<file path="src/rtl/key_dac_ctrl_pkg.sv">
// Shared constants for the key-driven two-channel DAC setpoint controller:
// code width, key bit positions and write-scheduler state encodings.
package key_dac_ctrl_pkg;

    localparam int DAC_DW = 12;

    localparam int INC = 0;
    localparam int DEC = 1;
    localparam int SEL = 2;

    typedef logic [1:0] state_t;

    localparam logic [1:0] ST_INIT_A = 2'd0;
    localparam logic [1:0] ST_INIT_B = 2'd1;
    localparam logic [1:0] ST_IDLE   = 2'd2;
    localparam logic [1:0] ST_REQ    = 2'd3;

endpackage

</file>
<file path="src/rtl/key_dac_ctrl_timer.sv">
// Hold / auto-repeat timer: after start, pulses once HOLD_CYC cycles later and
// then every RPT_CYC cycles until clear.
module key_repeat_timer #(
    parameter int HOLD_CYC = 25_000_000,
    parameter int RPT_CYC  = 5_000_000
) (
    input  logic clk,
    input  logic rst,
    input  logic start_i,
    input  logic clear_i,
    output logic step_o
);

    localparam int MAXC = (HOLD_CYC > RPT_CYC) ? HOLD_CYC : RPT_CYC;
    localparam int CW   = $clog2(MAXC + 1);

    logic          run_q, run_d;
    logic          rpt_q, rpt_d;
    logic [CW-1:0] cnt_q, cnt_d;
    logic [CW-1:0] limit_m1;

    assign limit_m1 = rpt_q ? CW'(RPT_CYC - 1) : CW'(HOLD_CYC - 1);
    assign step_o   = run_q && (cnt_q == limit_m1);

    always_comb begin
        run_d = run_q;
        rpt_d = rpt_q;
        cnt_d = cnt_q;
        if (clear_i) begin
            run_d = 1'b0;
            rpt_d = 1'b0;
            cnt_d = '0;
        end else if (start_i) begin
            run_d = 1'b1;
            rpt_d = 1'b0;
            cnt_d = '0;
        end else if (run_q) begin
            // After the first (hold) pulse the period switches to RPT_CYC.
            if (step_o) begin
                cnt_d = '0;
                rpt_d = 1'b1;
            end else begin
                cnt_d = cnt_q + CW'(1);
            end
        end
    end

    always_ff @(posedge clk or posedge rst) begin
        if (rst) begin
            run_q <= 1'b0;
            rpt_q <= 1'b0;
            cnt_q <= '0;
        end else begin
            run_q <= run_d;
            rpt_q <= rpt_d;
            cnt_q <= cnt_d;
        end
    end

endmodule

</file>
<file path="src/rtl/key_dac_ctrl.sv">
// Key-driven two-channel DAC setpoint controller: saturating inc/dec with
// auto-repeat, channel select, and a dirty-bit write scheduler to the DAC driver.
module key_dac_ctrl
    import key_dac_ctrl_pkg::*;
#(
    parameter int DW        = DAC_DW,
    parameter int STEP      = 16,
    parameter int INIT_CODE = 2048,
    parameter int HOLD_CYC  = 25_000_000,
    parameter int RPT_CYC   = 5_000_000
) (
    input  logic          clk,
    input  logic          rst,
    input  logic [2:0]    key_flag,
    input  logic [2:0]    key_state,
    input  logic          dac_ack,
    output logic          dac_req,
    output logic          dac_ch,
    output logic [DW-1:0] dac_data,
    output logic          sel_ch,
    output logic [DW-1:0] code_a,
    output logic [DW-1:0] code_b,
    output logic [1:0]    dbg_state_o
);

    localparam logic [DW-1:0] INIT_V = DW'(INIT_CODE);
    localparam logic [DW:0]   STEP_V = (DW + 1)'(STEP);
    localparam logic [DW:0]   MAX_V  = {1'b0, {DW{1'b1}}};

    state_t        state_q, state_d;
    logic [DW-1:0] code_a_q, code_a_d;
    logic [DW-1:0] code_b_q, code_b_d;
    logic [1:0]    dirty_q, dirty_d;
    logic          sel_q, sel_d;
    logic          held_q, held_d;
    logic          held_dec_q, held_dec_d;
    logic          dac_ch_q, dac_ch_d;
    logic [DW-1:0] dac_data_q, dac_data_d;

    logic [2:0]    key_press, key_rel;
    logic          new_press, held_rel, rpt_step;
    logic          step_en, step_dec, changed;
    logic [DW-1:0] cur_code, nxt_code;
    logic [DW:0]   sum_w, diff_w;

    assign key_press = key_flag & ~key_state;
    assign key_rel   = key_flag & key_state;

    // Only a lone inc or dec press is accepted, and only when no key is held.
    assign new_press = !held_q && (key_press[INC] ^ key_press[DEC]);
    assign held_rel  = held_q && (held_dec_q ? key_rel[DEC] : key_rel[INC]);
    assign step_en   = new_press || (held_q && rpt_step);
    assign step_dec  = new_press ? key_press[DEC] : held_dec_q;

    key_repeat_timer #(
        .HOLD_CYC (HOLD_CYC),
        .RPT_CYC  (RPT_CYC)
    ) u_timer (
        .clk     (clk),
        .rst     (rst),
        .start_i (new_press),
        .clear_i (held_rel),
        .step_o  (rpt_step)
    );

    assign cur_code = sel_q ? code_b_q : code_a_q;
    assign sum_w    = {1'b0, cur_code} + STEP_V;
    assign diff_w   = {1'b0, cur_code} - STEP_V;

    always_comb begin
        nxt_code = cur_code;
        if (step_dec) begin
            nxt_code = diff_w[DW] ? '0 : diff_w[DW-1:0];
        end else begin
            nxt_code = (sum_w > MAX_V) ? MAX_V[DW-1:0] : sum_w[DW-1:0];
        end
    end

    assign changed = step_en && (nxt_code != cur_code);

    always_comb begin
        state_d    = state_q;
        code_a_d   = code_a_q;
        code_b_d   = code_b_q;
        dirty_d    = dirty_q;
        sel_d      = sel_q ^ key_press[SEL];
        held_d     = held_q;
        held_dec_d = held_dec_q;
        dac_ch_d   = dac_ch_q;
        dac_data_d = dac_data_q;

        if (new_press) begin
            held_d     = 1'b1;
            held_dec_d = key_press[DEC];
        end else if (held_rel) begin
            held_d     = 1'b0;
            held_dec_d = 1'b0;
        end

        case (state_q)
            ST_INIT_A: begin
                if (dac_ack) begin
                    state_d    = ST_INIT_B;
                    dac_ch_d   = 1'b1;
                    dac_data_d = INIT_V;
                end
            end
            ST_INIT_B: begin
                if (dac_ack) state_d = ST_IDLE;
            end
            ST_IDLE: begin
                if (dirty_q[0]) begin
                    state_d    = ST_REQ;
                    dac_ch_d   = 1'b0;
                    dac_data_d = code_a_q;
                    dirty_d[0] = 1'b0;
                end else if (dirty_q[1]) begin
                    state_d    = ST_REQ;
                    dac_ch_d   = 1'b1;
                    dac_data_d = code_b_q;
                    dirty_d[1] = 1'b0;
                end
            end
            ST_REQ: begin
                if (dac_ack) state_d = ST_IDLE;
            end
            default: state_d = ST_INIT_A;
        endcase

        // A change in the capture cycle re-marks the channel so the newer code is sent next.
        if (changed) begin
            if (sel_q) begin
                code_b_d   = nxt_code;
                dirty_d[1] = 1'b1;
            end else begin
                code_a_d   = nxt_code;
                dirty_d[0] = 1'b1;
            end
        end
    end

    always_ff @(posedge clk or posedge rst) begin
        if (rst) begin
            state_q    <= ST_INIT_A;
            code_a_q   <= INIT_V;
            code_b_q   <= INIT_V;
            dirty_q    <= 2'b00;
            sel_q      <= 1'b0;
            held_q     <= 1'b0;
            held_dec_q <= 1'b0;
            dac_ch_q   <= 1'b0;
            dac_data_q <= INIT_V;
        end else begin
            state_q    <= state_d;
            code_a_q   <= code_a_d;
            code_b_q   <= code_b_d;
            dirty_q    <= dirty_d;
            sel_q      <= sel_d;
            held_q     <= held_d;
            held_dec_q <= held_dec_d;
            dac_ch_q   <= dac_ch_d;
            dac_data_q <= dac_data_d;
        end
    end

    assign dac_req     = (state_q != ST_IDLE);
    assign dac_ch      = dac_ch_q;
    assign dac_data    = dac_data_q;
    assign sel_ch      = sel_q;
    assign code_a      = code_a_q;
    assign code_b      = code_b_q;
    assign dbg_state_o = state_q;

endmodule

</file>
<file path="config.mk">
export PLATFORM = sky130hd
export DESIGN_NAME = key_dac_ctrl
export DESIGN_NICKNAME = d
export VERILOG_FILES = /design/src/rtl/key_dac_ctrl_pkg.sv /design/src/rtl/key_dac_ctrl_timer.sv /design/src/rtl/key_dac_ctrl.sv
export SDC_FILE = /design/constraint.sdc
export NUM_CORES = 1
export LEC_CHECK = 0
export BUFFER_PORTS_ARGS = -buffer_cell sky130_fd_sc_hd__buf_2
export CAP_MARGIN = 20
export CELL_PAD_IN_SITES_DETAIL_PLACEMENT = 0
export CELL_PAD_IN_SITES_GLOBAL_PLACEMENT = 1
export CORE_ASPECT_RATIO = 0.9
export CORE_UTILIZATION = 48
export CTS_CLUSTER_DIAMETER = 40
export DETAILED_ROUTE_END_ITERATION = 12
export GPL_ROUTABILITY_DRIVEN = 0
export GPL_TIMING_DRIVEN = 0
export HOLD_SLACK_MARGIN = 0.08
export PLACE_DENSITY = 0.87
export SETUP_SLACK_MARGIN = 0.05
export SKIP_LAST_GASP = 1
export SYNTH_ARGS = -nofsm -noshare
export SYNTH_HDL_FRONTEND = slang
export SYNTH_SLANG_ARGS = --single-unit
</file>
<file path="constraint.sdc">
create_clock -name clk -period 8.6 [get_ports clk]
set_clock_uncertainty 0.05 [all_clocks]
set_input_delay 0.43 -clock clk [delete_from_list [all_inputs] [get_ports clk]]
set_output_delay 0.43 -clock clk [all_outputs]
set_load 0.03 [all_outputs]
</file>
==> results of run 1 <==
[flip-flops by register name (all words and copies together) (netlist names)]
register / flops
held_q: 1
u_timer.cnt_q: 25
dac_ch: 1
dirty_q: 2
dac_data: 12
code_b: 12
sel_ch: 1
code_a: 12
u_timer.run_q: 1
u_timer.rpt_q: 1
dbg_state_o: 2
held_dec_q: 1
[Yosys cell counts (8+ instances only)]
library cell  count
nand3_1           9
mux2_4           10
nand4_1           8
inv_1            16
xnor2_1          10
nor2_1           55
o21ai_0          31
dfrtp_1          68
nand2_1          44
clkbuf_1         12
nor3_1           13
xor2_1           18
a21oi_1          26
[metrics by stage]
step / utilization, % / cells
final: 57.7 / 626
after global routing: 57.7 / 626
after floorplan: - / 446
after detailed placement: 55.3 / 610
after CTS: 57.7 / 626
after global placement: 55.2 / 610
[metal layers]
| layer | global-route usage [%] | routed length [µm] |
|---|---|---|
| met1 | 37.6 | 5240 |
| met2 | 32.5 | 4210 |
| met5 | 0 | 0 |
| met3 | 2.79 | 458 |
| met4 | 9.42 | 223 |
[placed cells by master, fill, tap and decap left out, drive strengths merged, types with 3 or more instances in the layout]
master,count
mux2i,10
xor2,18
nand2,45
nor4,8
o21ai,33
a21oi,26
nor3,15
o22ai,7
nor2b,6
o2bb2ai,4
nand2b,4
dfstp,3
nor3b,3
and2,3
xnor2,10
clkbuf,23
o211ai,4
a21o,3
ha,4
inv,16
buf,55
nand3,9
or3,7
and4,3
nor2,55
mux2,16
o21a,5
and3,3
dfrtp,68
clkinv,3
nand4,8
[logic make-up (layout without fill, tap and decap cells)]
| group | count (synthesis) | after routing | synth area share [%] |
|---|---|---|---|
| AND/OR/NAND/NOR | 182 | 182 | 22.0 |
| AO/OA/AOI/OAI | 100 | 100 | 15.7 |
| flip-flops | 71 | 71 | 42.9 |
| buffers and inverters | 35 | 100 | 4.16 |
| XOR/XNOR | 28 | 28 | 5.90 |
| multiplexers | 26 | 26 | 8.13 |
| adder cells (fa/ha/maj) | 4 | 4 | 1.20 |
[power groups by stage]
stage                     logic [mW]  registers [mW]  clock network [mW]
final                          0.998           0.537               0.270
after global routing            1.09           0.551               0.287
after CTS                      0.987           0.535               0.274
after global placement         0.970           0.539                   0
after floorplan                0.612           0.660                   0
after detailed placement       0.986           0.542                   0
[critical path, stage by stage (launching register included)]
cell	delay, ns
dfrtp_1	0.39
buf_6	0.15
clkbuf_8	0.19
mux2i_2	0.47
inv_1	0.17
ha_1	0.22
nand2b_1	0.16
nor4_1	0.30
o311a_1	0.21
buf_6	0.15
mux2i_1	0.22
o22ai_2	0.13
o21ai_2	0.31
buf_6	0.22
mux2_4	0.31
[final cells by class]
class	instances	area (µm²)
inverter	16	62.6
buffer	19	113
tap	115	144
clock buffer	10	138
clock inverter	6	60.1
fill	742	3480
sequential	71	1780
timing repair buffer	49	245
multi-input combinational	340	2200
[worst paths after layout]
| path | startpoint | endpoint | slack, ns | depth (start not counted) |
|---|---|---|---|---|
| worst min-delay path | rst | code_a[1] | 0.21 | 2 |
| worst max register to register | sel_ch | code_a[6] | 4.82 | 14 |
| worst max-delay path | sel_ch | code_a[6] | 4.82 | 14 |
| worst min register to register | dac_data[5] | dac_data[5] | 0.42 | 2 |
| min in group clk | dac_ack | dbg_state_o[0] | 0.23 | 2 |
| max in group asynchronous | rst | code_a[7] | 7.71 | 2 |
==> out/qor.csv, run 1 <==
stage;metric;value;unit
run_status;status;completed;
synthesis;leading area contributor after synthesis;dfrtp_1;
floorplan;I/O pins;50;
sta;setup violators final;0;
global_routing;largest net degree at the start of global routing;72;
flow_run;# Max-Cap Violations;0;
layout;final net count;519;
global_routing;gr ovfl total;0;
critical_path;Setup crit end kind;flip-flop;
power;maximum vdd ir drop;0.205;mV
route;post-DR wirelength/cell;16.2;µm
power;combinational share of power;55.3;%
sta;Least-Margin Pin Slew;0.884;ns
placement;dpl hpwl;7.24;mm
power;Reg power frac;29.8;%
synthesis;Yosys cell types;69;
power;power consumption;1.80;mW
synthesis;register area share after synthesis;42.9;%
route;Routed WL;10.1;mm
floorplan;Die Wd;100;µm
floorplan;starting density of the core;50.5;%
layout;Antenna diodes;0;
clocking;Worst-Skew Late Latency;0.35;ns
sta;final worst slack;4.82;ns
power;part of the power in the clock network;14.9;%
layout;share of cells above drive strength 1;21.5;%
critical_path;Crit Path Category;flip-flop to flip-flop;
clocking;post_cts resized;0;
route;detailed-route via count;3581;
clocking;CTS tree;done;
sta;setup TNS;0;ns
sta;Slew Viols, Final;0;
placement;dpl cell area;4550;µm²
global_routing;global-route wire length before repair;16.7;mm
power;Switching Fraction;48.4;%
synthesis;Netlist Area Pre-Place;4150;µm²
placement;Place WS;4.85;ns
clocking;clock buffer count from CTS;9;
global_routing;GR Util All Layers;23.7;%
route;drc violations;0;
power;total leakage power;2.17;nW
route;TritonRoute pass-1 iters;4;
synthesis;syn avg cell area;9.31;µm²
placement;IO Port Bufs;49;
sta;Fmax;264;MHz
sta;slew margin rel.;41.0;%
layout;Layout area overhead;14.2;%
worst_hold_path;Tightest Hold Check Type;input port to asynchronous set/reset pin;
floorplan;die area;9030;µm²
synthesis;warnings from Yosys;0;
critical_path;crit-path max FO;10;
synthesis;Mapped Nets;459;
route;Avg Vias per Cell;5.72;
synthesis;Mapped Cells;446;
sta;RSZ-0062 raised after global routing;false;
synthesis;EDFF count, synth;0;
route;post-route ant nets;0;
synthesis;Seq cells post-synth;71;
clocking;post-CTS setup repair buffer count;0;
global_routing;initial antenna violation count;0;
layout;fin area;4740;µm²
clocking;H-Tree Depth;3;
sta;minimum clock period after layout;3.78;ns
clocking;Clk pin slew, worst setup/hold paths;0.07;ns
synthesis;Post-synth top flop;dfrtp_1;
synthesis;main area contributors after synthesis;dfrtp_1 (41%), nor2_1 (5.0%), nand2_1 (4.0%);
power;Cell Int Power;0.930;mW
clocking;clock sink count;71;
sta;Final Cycle Share;44.0;%
clocking;clk buf depth;2;
synthesis;Synth top area share;41.0;%
clocking;Hold Buf Count CTS;0;
critical_path;critical path required time;8.78;ns
floorplan;core area;8220;µm²
power;Power Density;380;nW/µm²
power;P_sw;0.874;mW
synthesis;asr flop ratio synth;100;%
critical_path;Critical Path AT;3.97;ns
floorplan;FP Rows;31;
floorplan;die height;90.3;µm
critical_path;Worst Setup Start Kind;flip-flop;
sta;Hold WS;0.212;ns
sta;Fin. Hold Viols;0;
route;Initial DRC Count;212;
global_routing;vias in the first global route;3291;
clocking;Clock Tree Root;clkbuf_8;
No activity file was read; power rests on OpenSTA's default activity.
==> inputs of run 2 (changes only) <==
--- a/config.mk
+++ b/config.mk
@@ -10,13 +10,13 @@
 export CELL_PAD_IN_SITES_DETAIL_PLACEMENT = 0
 export CELL_PAD_IN_SITES_GLOBAL_PLACEMENT = 1
 export CORE_ASPECT_RATIO = 0.9
-export CORE_UTILIZATION = 48
+export CORE_UTILIZATION = 45
 export CTS_CLUSTER_DIAMETER = 40
 export DETAILED_ROUTE_END_ITERATION = 12
 export GPL_ROUTABILITY_DRIVEN = 0
 export GPL_TIMING_DRIVEN = 0
 export HOLD_SLACK_MARGIN = 0.08
-export PLACE_DENSITY = 0.87
+export PLACE_DENSITY = 0.82
 export SETUP_SLACK_MARGIN = 0.05
 export SKIP_LAST_GASP = 1
 export SYNTH_ARGS = -nofsm -noshare
==> constraint.sdc (replaced) <==
create_clock -name clk -period 3.9 [get_ports clk]
set_clock_uncertainty 0.05 [all_clocks]
set_input_delay 0.195 -clock clk [delete_from_list [all_inputs] [get_ports clk]]
set_output_delay 0.195 -clock clk [all_outputs]
set_load 0.03 [all_outputs]
==> run 2 against run 1 <==
Fmax is 3.3% higher. Hold slack worse by 0.065 ns. Power rose by 120%. Global-route usage is 0.97 points lower. First-iteration DRC count rose by 8.5%. Cell area up 0.32%.
==> out/qor.csv, run 2 (synthesized netlist as in run 1, its figures left out) <==
stage;metric;value;unit;change
global_routing;met1 Use GR;36.1;%;-1.5 points
layout;Multi-input gate area;2210;µm²;+0.57%
global_routing;vias in the first global route;3215;;-2.3%
layout;max reg flops;25;;unchanged
power;Cell Int Power;1.98;mW;+110%
placement;IO Port Bufs;49;;unchanged
route;post-route ant nets;0;;unchanged
critical_path;CP dominant cell by count;buf_6;;
run_status;status;completed;;
clocking;post-CTS setup repair buffer count;0;;unchanged
sta;Final Cycle Share;93.9;%;+50 points
clocking;Clk pin slew, worst setup/hold paths;0.08;ns;about the same
floorplan;Die Wd;103;µm;+3.2%
floorplan;FP Rows;32;;+3.2%
critical_path;Worst Setup Start Kind;flip-flop;;
layout;Most flops, register;u_timer.cnt_q;;
sta;Slew Viols, Final;0;;unchanged
floorplan;starting density of the core;47.4;%;-3.1 points
critical_path;slowest stage delay, CP;0.42;ns;-0.05 ns
power;part of the power in the clock network;13.3;%;-1.6 points
sta;minimum clock period after layout;3.66;ns;-0.122 ns
layout;Reg area;1780;µm²;unchanged
clocking;clk buf depth;2;;unchanged
power;Power Density;825;nW/µm²;+120%
critical_path;critical path required time;4.09;ns;-4.69 ns
layout;final net count;522;;+0.58%
route;TritonRoute pass-1 iters;6;;+2
sta;Fin. Hold Viols;0;;unchanged
critical_path;Crit Path Category;flip-flop to flip-flop;;
global_routing;gr ovfl total;0;;unchanged
power;P_sw;1.94;mW;+120%
clocking;clock sink count;71;;unchanged
layout;Antenna diodes;0;;unchanged
sta;slew margin rel.;42.0;%;+0.95 points
global_routing;Most Crowded Layer GR;met1;;
flow_run;# Max-Cap Violations;0;;unchanged
sta;final worst slack;0.239;ns;-4.58 ns
route;Initial DRC Count;230;;+8.5%
sta;setup violators final;0;;unchanged
critical_path;CP Cell Sequence;buf_6 > clkbuf_8 > mux2i_2 > inv_1 > ha_1 > nor2b_2 > o311a_1 > buf_6 > nor3_2 > o22ai_2 > o21ai_2 > buf_6 > mux2_4;;
sta;Least-Margin Pin Slew;0.870;ns;-0.0142 ns
floorplan;core area;8770;µm²;+6.6%
global_routing;initial antenna violation count;0;;unchanged
clocking;clock buffer count from CTS;9;;unchanged
critical_path;crit-path max FO;10;;unchanged
clocking;Clock Tree Root;clkbuf_8;;
layout;commonest non-fill, non-tap cell in the layout;dfrtp_1;;
global_routing;grt met2 use;30.4;%;-2.0 points
clocking;CTS tree;done;;
global_routing;largest net degree at the start of global routing;72;;unchanged
sta;Fmax;273;MHz;+3.3%
placement;dpl hpwl;7.21;mm;-0.49%
power;Reg power frac;30.6;%;+0.8 points
route;Routed WL;10.2;mm;+0.77%
power;Switching Fraction;49.5;%;+1.0 points
floorplan;die height;93.2;µm;+3.2%
clocking;H-Tree Depth;3;;unchanged
layout;share of cells above drive strength 1;21.4;%;-0.13 points
layout;fillcell total;801;;+8.0%
global_routing;GR Util All Layers;22.7;%;-0.97 points
route;detailed-route via count;3512;;-1.9%
global_routing;M3 GR Usage;3.06;%;+0.28 points
route;drc violations;0;;unchanged
layout;leading cell types in the layout, fill and taps excluded;dfrtp_1 (68), nor2_1 (55), buf_2 (50);;
global_routing;global-route wire length before repair;16.5;mm;-1.3%
critical_path;Critical Path AT;3.85;ns;-0.12 ns
worst_hold_path;Tightest Hold Check Type;input port to flip-flop;;
floorplan;I/O pins;50;;unchanged
floorplan;die area;9620;µm²;+6.5%
power;maximum vdd ir drop;0.363;mV;+77%
power;total leakage power;2.17;nW;+0.17%
placement;Place WS;0.164;ns;-4.68 ns
critical_path;slowest cell on the critical path;mux2i_2;;
layout;Layout area overhead;14.5;%;
sta;RSZ-0062 raised after global routing;false;;
route;post-DR wirelength/cell;16.1;µm;-0.34%
route;Avg Vias per Cell;5.55;;-3.0%
clocking;Worst-Skew Late Latency;0.35;ns;about the same
power;combinational share of power;56.1;%;+0.8 points
sta;setup TNS;0;ns;unchanged
critical_path;Setup crit end kind;flip-flop;;
## run 2: routing by layer
metal  vias up  wire length, µm
li1       1714                -
met1      1677             5350
met2       106             4180
met3        15              484
met4         0              204
met5         -                0
## run 2: cell type report
class	instances	share of cell area (%)
clock inverters	6	0.789
plain buffers	19	2.37
well taps	119	3.13
multi-input cells	340	46.5
repair buffers	52	5.78
inverters	16	1.31
clock buffers	10	2.68
flip-flops and latches	71	37.4
## run 2: final timing paths
| path | slack (ns) | endpoint | startpoint | depth (start not counted) |
|---|---|---|---|---|
| min | 0.15 | held_dec_q | key_flag[1] | 4 |
| max reg2reg | 0.24 | code_a[5] | sel_ch | 13 |
| max in group asynchronous | 2.71 | held_q | rst | 3 |
| max | 0.24 | code_a[5] | sel_ch | 13 |
| min reg2reg | 0.42 | dac_data[2] | dac_data[2] | 2 |
| min in group asynchronous | 0.53 | dac_ch | rst | 3 |
## run 2: critical path: cells and delay by family, from the launching register on
kind | cells | cell delay, ns
AND/OR/NAND/NOR | 2 | 0.40
flip-flops | 1 | 0.38
AO/OA/AOI/OAI | 3 | 0.84
multiplexers | 2 | 0.73
adder cells (fa/ha/maj) | 1 | 0.25
buffers and inverters | 5 | 0.91
## run 2: power groups by stage
stage / clock network (mW) / registers [mW] / logic [mW]
final: 0.523 / 1.20 / 2.20
after global routing: 0.562 / 1.23 / 2.41
after CTS: 0.531 / 1.19 / 2.18
after detailed placement: 0 / 1.20 / 2.17
after global placement: 0 / 1.20 / 2.14
after floorplan: 0 / 1.46 / 1.35
## run 2: per-stage QoR
| step | instance area (µm²) | utilization (%) | power, mW | cells | hold WS [ns] |
|---|---|---|---|---|---|
| floorplan | 4150 | - | 2.80 | 446 | 0.241 |
| global placement | 4550 | 51.9 | 3.34 | 614 | 0.355 |
| detailed placement | 4550 | 51.9 | 3.37 | 614 | 0.360 |
| CTS | 4750 | 54.1 | 3.90 | 633 | 0.142 |
| global route | 4760 | 54.3 | 4.20 | 633 | 0.199 |
| finish | 4760 | 54.3 | 3.92 | 633 | 0.148 |
## run 2: what timing repair did
item	4_1_cts	5_1_grt
hold buffers	3	0
endpoints found under the hold margin	71	0
gates resized for setup	0	2
setup endpoints to repair	0	10
